==> src/rtl/flicky_video_pkg.sv <==
// Shared raster timing constants for the flicky video path.
// The timing generator and the video stage both size themselves from these.
package flicky_video_pkg;

    localparam int H_TOTAL   = 320;
    localparam int V_TOTAL   = 264;
    localparam int H_VISIBLE = 256;
    localparam int V_VISIBLE = 224;
    localparam int IRQ_LINE  = 224;
    localparam int HS_START  = 280;
    localparam int HS_WIDTH  = 32;
    localparam int VS_START  = 240;
    localparam int VS_WIDTH  = 3;

    function automatic logic [8:0] sext_ofs(input logic [3:0] ofs);
        return {{5{ofs[3]}}, ofs};
    endfunction

endpackage

==> src/rtl/flicky_sync_win.sv <==
// Registered decode of one sync window: level is high while count lies in
// [start, start+WIDTH-1]. Callers feed the next-count so the level is aligned.
module flicky_sync_win #(
    parameter int WIDTH = 1
) (
    input  logic       clk,
    input  logic       rst_n,
    input  logic [8:0] count,
    input  logic [8:0] start,
    output logic       level
);

    logic [9:0] stop;

    assign stop = {1'b0, start} + 10'(WIDTH);

    always_ff @(posedge clk or negedge rst_n) begin
        if (!rst_n) begin
            level <= 1'b0;
        end else begin
            level <= ({1'b0, count} >= {1'b0, start}) && ({1'b0, count} < stop);
        end
    end

endmodule

==> src/rtl/flicky_hv_timing.sv <==
// Horizontal/vertical raster counters, blanking and sync decode, frame count
// and the latched vertical-blank interrupt for the flicky video path.
module flicky_hv_timing #(
    parameter int H_TOTAL   = flicky_video_pkg::H_TOTAL,
    parameter int V_TOTAL   = flicky_video_pkg::V_TOTAL,
    parameter int H_VISIBLE = flicky_video_pkg::H_VISIBLE,
    parameter int V_VISIBLE = flicky_video_pkg::V_VISIBLE,
    parameter int IRQ_LINE  = flicky_video_pkg::IRQ_LINE,
    parameter int HS_START  = flicky_video_pkg::HS_START,
    parameter int HS_WIDTH  = flicky_video_pkg::HS_WIDTH,
    parameter int VS_START  = flicky_video_pkg::VS_START,
    parameter int VS_WIDTH  = flicky_video_pkg::VS_WIDTH
) (
    input  logic       VCLK,
    input  logic       RESET_N,
    input  logic [3:0] HOFS,
    input  logic [3:0] VOFS,
    input  logic       IRQ_ACK,
    output logic [8:0] PH,
    output logic [8:0] PV,
    output logic       HBLK,
    output logic       VBLK,
    output logic       HSYNC,
    output logic       VSYNC,
    output logic       IRQ,
    output logic [7:0] FRAME
);

    import flicky_video_pkg::*;

    logic       h_wrap;
    logic       frame_wrap;
    logic       irq_set;
    logic [8:0] ph_next;
    logic [8:0] pv_next;
    logic [8:0] hofs_l;
    logic [8:0] vofs_l;
    logic [8:0] hofs_next;
    logic [8:0] vofs_next;
    logic [8:0] hs_start;
    logic [8:0] vs_start;

    // Offsets are swapped in at the frame boundary and the sync decode for
    // the first pixel of the new frame already sees the new values.
    always_comb begin
        h_wrap     = (PH == 9'(H_TOTAL - 1));
        frame_wrap = h_wrap && (PV == 9'(V_TOTAL - 1));
        ph_next    = h_wrap ? 9'd0 : PH + 9'd1;
        pv_next    = PV;
        if (h_wrap) begin
            pv_next = frame_wrap ? 9'd0 : PV + 9'd1;
        end
        hofs_next  = frame_wrap ? sext_ofs(HOFS) : hofs_l;
        vofs_next  = frame_wrap ? sext_ofs(VOFS) : vofs_l;
        hs_start   = 9'(HS_START) + hofs_next;
        vs_start   = 9'(VS_START) + vofs_next;
        irq_set    = (PH == 9'd0) && (PV == 9'(IRQ_LINE));
    end

    always_ff @(posedge VCLK or negedge RESET_N) begin
        if (!RESET_N) begin
            PH     <= '0;
            PV     <= '0;
            hofs_l <= '0;
            vofs_l <= '0;
            HBLK   <= 1'b0;
            VBLK   <= 1'b0;
            IRQ    <= 1'b0;
            FRAME  <= '0;
        end else begin
            PH     <= ph_next;
            PV     <= pv_next;
            hofs_l <= hofs_next;
            vofs_l <= vofs_next;
            HBLK   <= (ph_next >= 9'(H_VISIBLE));
            VBLK   <= (pv_next >= 9'(V_VISIBLE));
            IRQ    <= irq_set | (IRQ & ~IRQ_ACK);
            FRAME  <= FRAME + 8'(frame_wrap);
        end
    end

    flicky_sync_win #(.WIDTH(HS_WIDTH)) u_hsync (
        .clk   (VCLK),
        .rst_n (RESET_N),
        .count (ph_next),
        .start (hs_start),
        .level (HSYNC)
    );

    flicky_sync_win #(.WIDTH(VS_WIDTH)) u_vsync (
        .clk   (VCLK),
        .rst_n (RESET_N),
        .count (pv_next),
        .start (vs_start),
        .level (VSYNC)
    );

endmodule

==> config.mk <==
export PLATFORM = sky130hd
export DESIGN_NAME = flicky_hv_timing
export DESIGN_NICKNAME = d
export VERILOG_FILES = /design/src/rtl/flicky_video_pkg.sv /design/src/rtl/flicky_sync_win.sv /design/src/rtl/flicky_hv_timing.sv
export SDC_FILE = /design/constraint.sdc
export NUM_CORES = 1
export LEC_CHECK = 0
export BUFFER_PORTS_ARGS = -buffer_cell sky130_fd_sc_hd__buf_2
export CORE_ASPECT_RATIO = 0.6
export CORE_MARGIN = 2
export CORE_UTILIZATION = 45
export DETAILED_ROUTE_END_ITERATION = 10
export PLACE_DENSITY = 0.75
export SYNTH_ARGS = -nofsm -noshare
export SYNTH_HDL_FRONTEND = slang
export SYNTH_SLANG_ARGS = --single-unit
==> constraint.sdc <==
create_clock -name VCLK -period 9 [get_ports VCLK]
set_clock_uncertainty 0.05 [all_clocks]
set_input_delay 0.9 -clock VCLK [delete_from_list [all_inputs] [get_ports VCLK]]
set_output_delay 0.9 -clock VCLK [all_outputs]
set_load 0.03 [all_outputs]
== After elaboration in Yosys (flattened, before gate mapping) ==
Index checks and enable logic that the tools add are counted.

* Input port bits: 11
* Register bits after elaboration: 49
* Output and inout port bits: 31
* Logic and storage cells: 39

* Bitwise operators: 3
* Reductions and logical operators: 5
* Muxes and demuxes: 5
* Order comparisons: 6
* Eq/ne operators: 3
* Add/subtract/negate cells: 7

{| class="wikitable"
|+ Operators by type and width
! cell !! count
|-
| 9-bit two-way mux || 5
|-
| 9-bit by 10-bit < comparator with 1-bit output || 2
|-
| 9-bit by 1-bit adder with 9-bit output (second input constant) || 2
|-
| 9-bit equality test (second input constant) || 2
|-
| 9-bit greater-or-equal comparator || 2
|-
| 9-bit by 2-bit adder with 10-bit output (second input constant) || 1
|-
| 9-bit by 6-bit adder with 10-bit output (second input constant) || 1
|-
| 8-bit by 9-bit adder with 9-bit output (first input constant) || 1
|-
| 9-bit adder (first input constant) || 1
|-
| 9-bit by 8-bit equality test with 1-bit output (second input constant) || 1
|-
| 9-bit by 8-bit greater-or-equal comparator with 1-bit output (second input constant) || 1
|-
| 9-bit greater-or-equal comparator (second input constant) || 1
|-
| 9-bit zero test || 1
|-
| 8-bit by 1-bit adder with 8-bit output || 1
|-
| 1-bit logical AND || 4
|-
| 1-bit AND || 1
|-
| 1-bit inverter || 1
|-
| 1-bit OR || 1
|}

== Longest topological paths before layout ==
* Word-level depth: 7
* Mapped depth: 17
* Depth with buffers taken out: 16

== Hierarchy ==
A second synthesis with hierarchy kept.

* Cells, all modules: 336
* Area, all modules: 3286.9 um2

{| class="wikitable"
|+ Modules (own cells, without submodules)
! module !! instances !! cells an instance !! area each (um2) !! seq. area each (um2)
|-
| flicky_hv_timing || 1 || 215 || 2306.0 || 1151.1
|-
| flicky_sync_win at u_vsync || 1 || 69 || 570.5 || 25.0
|-
| flicky_sync_win at u_hsync || 1 || 52 || 410.4 || 25.0
|}

== Worst setup path after synthesis ==
Ideal clock, no wire load.

* Kind: register to register
* From: reg PH[1]
* To: reg u_vsync.level
* Cell stages (with the launch flop): 16
* Buffers on the path: 2
* Data required time: 8.887 ns
* Setup time: 0.063 ns
* Data arrival time: 3.560 ns
* Period minus slack after synthesis: 3.674 ns
* Path slack: 5.326 ns
* Cell sequence: dfrtp_1 -> ha_1 -> and4bb_2 -> nand4_4 -> buf_2 -> buf_2 -> a21oi_1 -> ha_1 -> nor4_1 -> mux2i_1 -> xor2_1 -> nor2_1 -> ha_1 -> a21o_1 -> a31oi_1 -> o32a_2

* Longest elaborated chain between the ends: 7
* Elaborated cells between the ends (all ways): 10
* Classes of those cells: add/sub: 2; order compare: 2; eq/ne: 1; mux: 3; reduce/logical: 2

{| class="wikitable"
|+ Ends and longest elaborated chain
! element !! RTL line !! RTL
|-
| start: declaration || flicky_hv_timing.sv:19 || <nowiki>output logic [8:0] PH,</nowiki>
|-
| start signal: assignment || flicky_hv_timing.sv:71 || <nowiki>PH <= ph_next;</nowiki>
|-
| 9-bit equality test (*) || flicky_hv_timing.sv:46 || <nowiki>h_wrap = (PH == 9'(H_TOTAL - 1));</nowiki>
|-
| 1-bit logical AND || flicky_hv_timing.sv:47 || <nowiki>frame_wrap = h_wrap && (PV == 9'(V_TOTAL - 1));</nowiki>
|-
| 9-bit two-way mux || flicky_hv_timing.sv:54 || <nowiki>vofs_next = frame_wrap ? sext_ofs(VOFS) : vofs_l;</nowiki>
|-
| 8-bit by 9-bit adder with 9-bit output || flicky_hv_timing.sv:56 || <nowiki>vs_start = 9'(VS_START) + vofs_next;</nowiki>
|-
| 9-bit by 2-bit adder with 10-bit output || flicky_sync_win.sv:15 || <nowiki>assign stop = {1'b0, start} + 10'(WIDTH);</nowiki>
|-
| 9-bit by 10-bit < comparator with 1-bit output || flicky_sync_win.sv:21 || <nowiki>level <= ({1'b0, count} >= {1'b0, start}) && ({1'b0, count} < stop);</nowiki>
|-
| 1-bit logical AND (*) || flicky_sync_win.sv:21 ||
|-
| end signal: assignment || flicky_sync_win.sv:21 ||
|-
| end: declaration || flicky_sync_win.sv:10 || <nowiki>output logic level</nowiki>
|}

Mark *: on every way between the ends. The rest lies on a longest branch, timed or not.

== Final worst setup path ==
* From: reg PH[0]
* To: reg u_vsync.level

The elaborated chain is that of the path after synthesis.

==> results.ini <==
[outcome]
status=complete, no violations

[yosys]
yosysMostFrequentCell=dfrtp_1
avgSynthCellArea_um2=9.916
seq_area_frac_synth_pct=37.74
synth_area_leaders=dfrtp_1 38%, ha_1 16%, xnor2_1 5.0%
synth_flop_cell=dfrtp_1
synth_top_cells_by_count=48 x dfrtp_1, 40 x ha_1, 29 x inv_1
synthArstFlopShare_pct=100.0
synth_top_cell_by_area=dfrtp_1
synth-edff-count=0
yosysWarnings=0
synth-seq-cells=48
syn_nets=372
ys_types=58
syn_inst=321
netlist.area_leader.share_pct=37.74
syn-cell-area_mm2=0.003183

[global_route]
grt_first_pass_wirelength_um=12300
overflow=0
grt_antenna_before_repair=0
grtUsageTotal_pct=19.94
grt_max_degree=49
grt_pass1_vias=2398

[cts]
ctsHoldBuffers=0
clock_path_buffers=2
postCtsSetupBuffers=0
cts_root_buffer=clkbuf_16
cts-resized-gates=0
cts_tree=done
path_clk_slew_ns=0.06
cts_htree_levels=2
cts_sinks=48
clk_latency_ns=0.29
cts_buffers=5

[sta]
final.setup.tns_ns=0
fin_crit_sh_pct=49.19
relSlewSlack_pct=29.19
period_needed_ns=4.427
slew_violations=0
finalHoldViolations=0
rsz0062_at_grt=false
tightest_slew_ns=1.062
setup_viol=0
fmax_mhz=225.9

[placement]
io_buffers=41
dp_hpwl_um=5594
place_inst=441
place_area_mm2=0.003457
place.gp.congestion=0.8839

[worst_setup_path]
cp_num_buf_inv=1
regToRegSetupSlack_ns=4.57
max_stage_delay_ns=0.53
r2r-end=u_vsync.level
end_kind=flop
slowest_stage=nor4_1
path_cells=ha_1, and4bb_2, nand4_4, inv_2, and2_1, a21oi_1, ha_1, nor4_1, nand2_1, nand2_1, ha_1, nand2_1, a31oi_1, a211o_1, a31oi_1, o32a_2
crit_arrival_ns=4.61
crit_cells=16
path_class=flop to flop
reg2reg_depth=16
cp_top_family=simple AND/OR/NAND/NOR gates
crit_required_ns=9.18
cp-start-kind=flop
crit_fanout=33
r2r_start=PH[0]

[power]
ir_worst_vdd_uv=69.24
power.density_mw_per_mm2=119.8
p_leak_nw=1.979
internal_power_w=0.0003316
combPwrFrac_pct=8.2
p_sw_share_pct=22.70
power_frac_seq_pct=51.4
p_sw_w=0.00009738
clock_power_share_pct=40.3

[die]
core-area_mm2=0.006763
io_pins=42
die_area_mm2=0.007784
die_h_um=69.15
start_util_pct=47.07
die_w_um=112.6
rows=23

[layout]
antenna_cells=0
syn_to_final_growth_pct=12.54
design_area_mm2=0.003582
nNetsFinal=412
fillCellCount=634
drive_gt1_share_pct=17.83
final_cells=446

[routing]
drc=0
drt_iter0_drc=145
top_layer=met4
dr.pass1.iters=4
met1_length_um=3879
met3WireLength_um=431
wl_um=7156
ant_nets=0
via_per_inst=5.574
wire_per_inst_um=16.04
vias=2486
met2WireLength_um=2751

[worst_hold_path]
hold_start=FRAME[7]
hold_path_depth=1
whs_endpoint=FRAME[7]
hold_class=flop to flop

[run]
cap_violations=0

==> cell families after synthesis <==
group,count (synthesis),synth area share (%)
compound gates,66,14.23
mux,8,2.712
fa+ha+maj,40,15.72
simple gates,92,16.82
xor+xnor,29,7.979
buf+inv,38,4.795
flops,48,37.74
==> sequential cells by signal, summed over array words and instances, names as in the netlist <==
register,cells
PV,9
u_hsync.level,1
u_vsync.level,1
vofs_l,9
HBLK,1
PH,8
hofs_l,9
VBLK,1
IRQ,1
FRAME,8
==> through the flow <==
stage / setup WS, ns / util (%) / power (W) / hold WS, ns
finish: 4.573 / 52.97 / 0.0004290 / 0.4251
global route: 4.116 / 52.97 / 0.0004486 / 0.4334
CTS: 4.588 / 52.97 / 0.0004353 / 0.4278
detailed placement: 4.633 / 51.12 / 0.0002604 / 0.4138
global placement: 4.873 / 51.12 / 0.0002591 / 0.4099
floorplan: 5.326 / - / 0.0002473 / 0.3942
==> layout make-up <==
type,instances,area [µm²],area share (%)
well taps,87,108.9,3.039
repair buffers,41,205.2,5.728
inverters,30,112.6,3.144
clock buffers,5,125.1,3.493
multi-input cells,235,1829,51.07
flip-flops and latches,48,1201,33.53
==> worst max path at each step <==
| stage | start | slack (ns) | endpoint |
|---|---|---|---|
| CTS | PH[1] | 4.59 | u_vsync.level |
| global route | PH[0] | 4.12 | u_vsync.level |
| detailed placement | PH[0] | 4.63 | u_vsync.level |
| global placement | PH[0] | 4.87 | u_vsync.level |
| finish | PH[0] | 4.57 | u_vsync.level |
| floorplan | PH[1] | 5.33 | u_vsync.level |
==> per-layer routing <==
metal  global-route usage [%]  vias to the layer above
met3                    4.485                        9
met2                    26.35                       67
met4                    6.504                        0
li1                         -                     1212
met5                        0                        -
met1                    31.58                     1198
==> cell usage in the layout (no fill, tap or decap), drive strengths merged, types with 2 or more instances in the layout <==
master and count:
a21o 10, a21oi 19, a22o 3, a31oi 3, and2 3, and3 3
and4bb 2, buf 41, clkbuf 5, dfrtp 48, ha 40, inv 30
mux2 2, mux2i 6, nand2 24, nand2b 3, nand3 16, nand3b 2
nand4 4, nor2 16, nor3 8, nor3b 2, nor4 3, nor4b 2
o2111ai 2, o211ai 2, o21a 3, o21ai 12, o41ai 2, xnor2 18
xor2 11
==> power by group through the flow <==
| stage | Sequential (W) | Clock [W] | Combinational, W |
|---|---|---|---|
| final | 0.000221 | 0.000173 | 0.0000353 |
| after global routing | 0.000221 | 0.000187 | 0.0000412 |
| after CTS | 0.000221 | 0.000179 | 0.0000360 |
| after detailed placement | 0.000225 | 0 | 0.0000359 |
| after global placement | 0.000224 | 0 | 0.0000346 |
| after floorplan | 0.000225 | 0 | 0.0000225 |
Power figures use the tool's default switching activity.
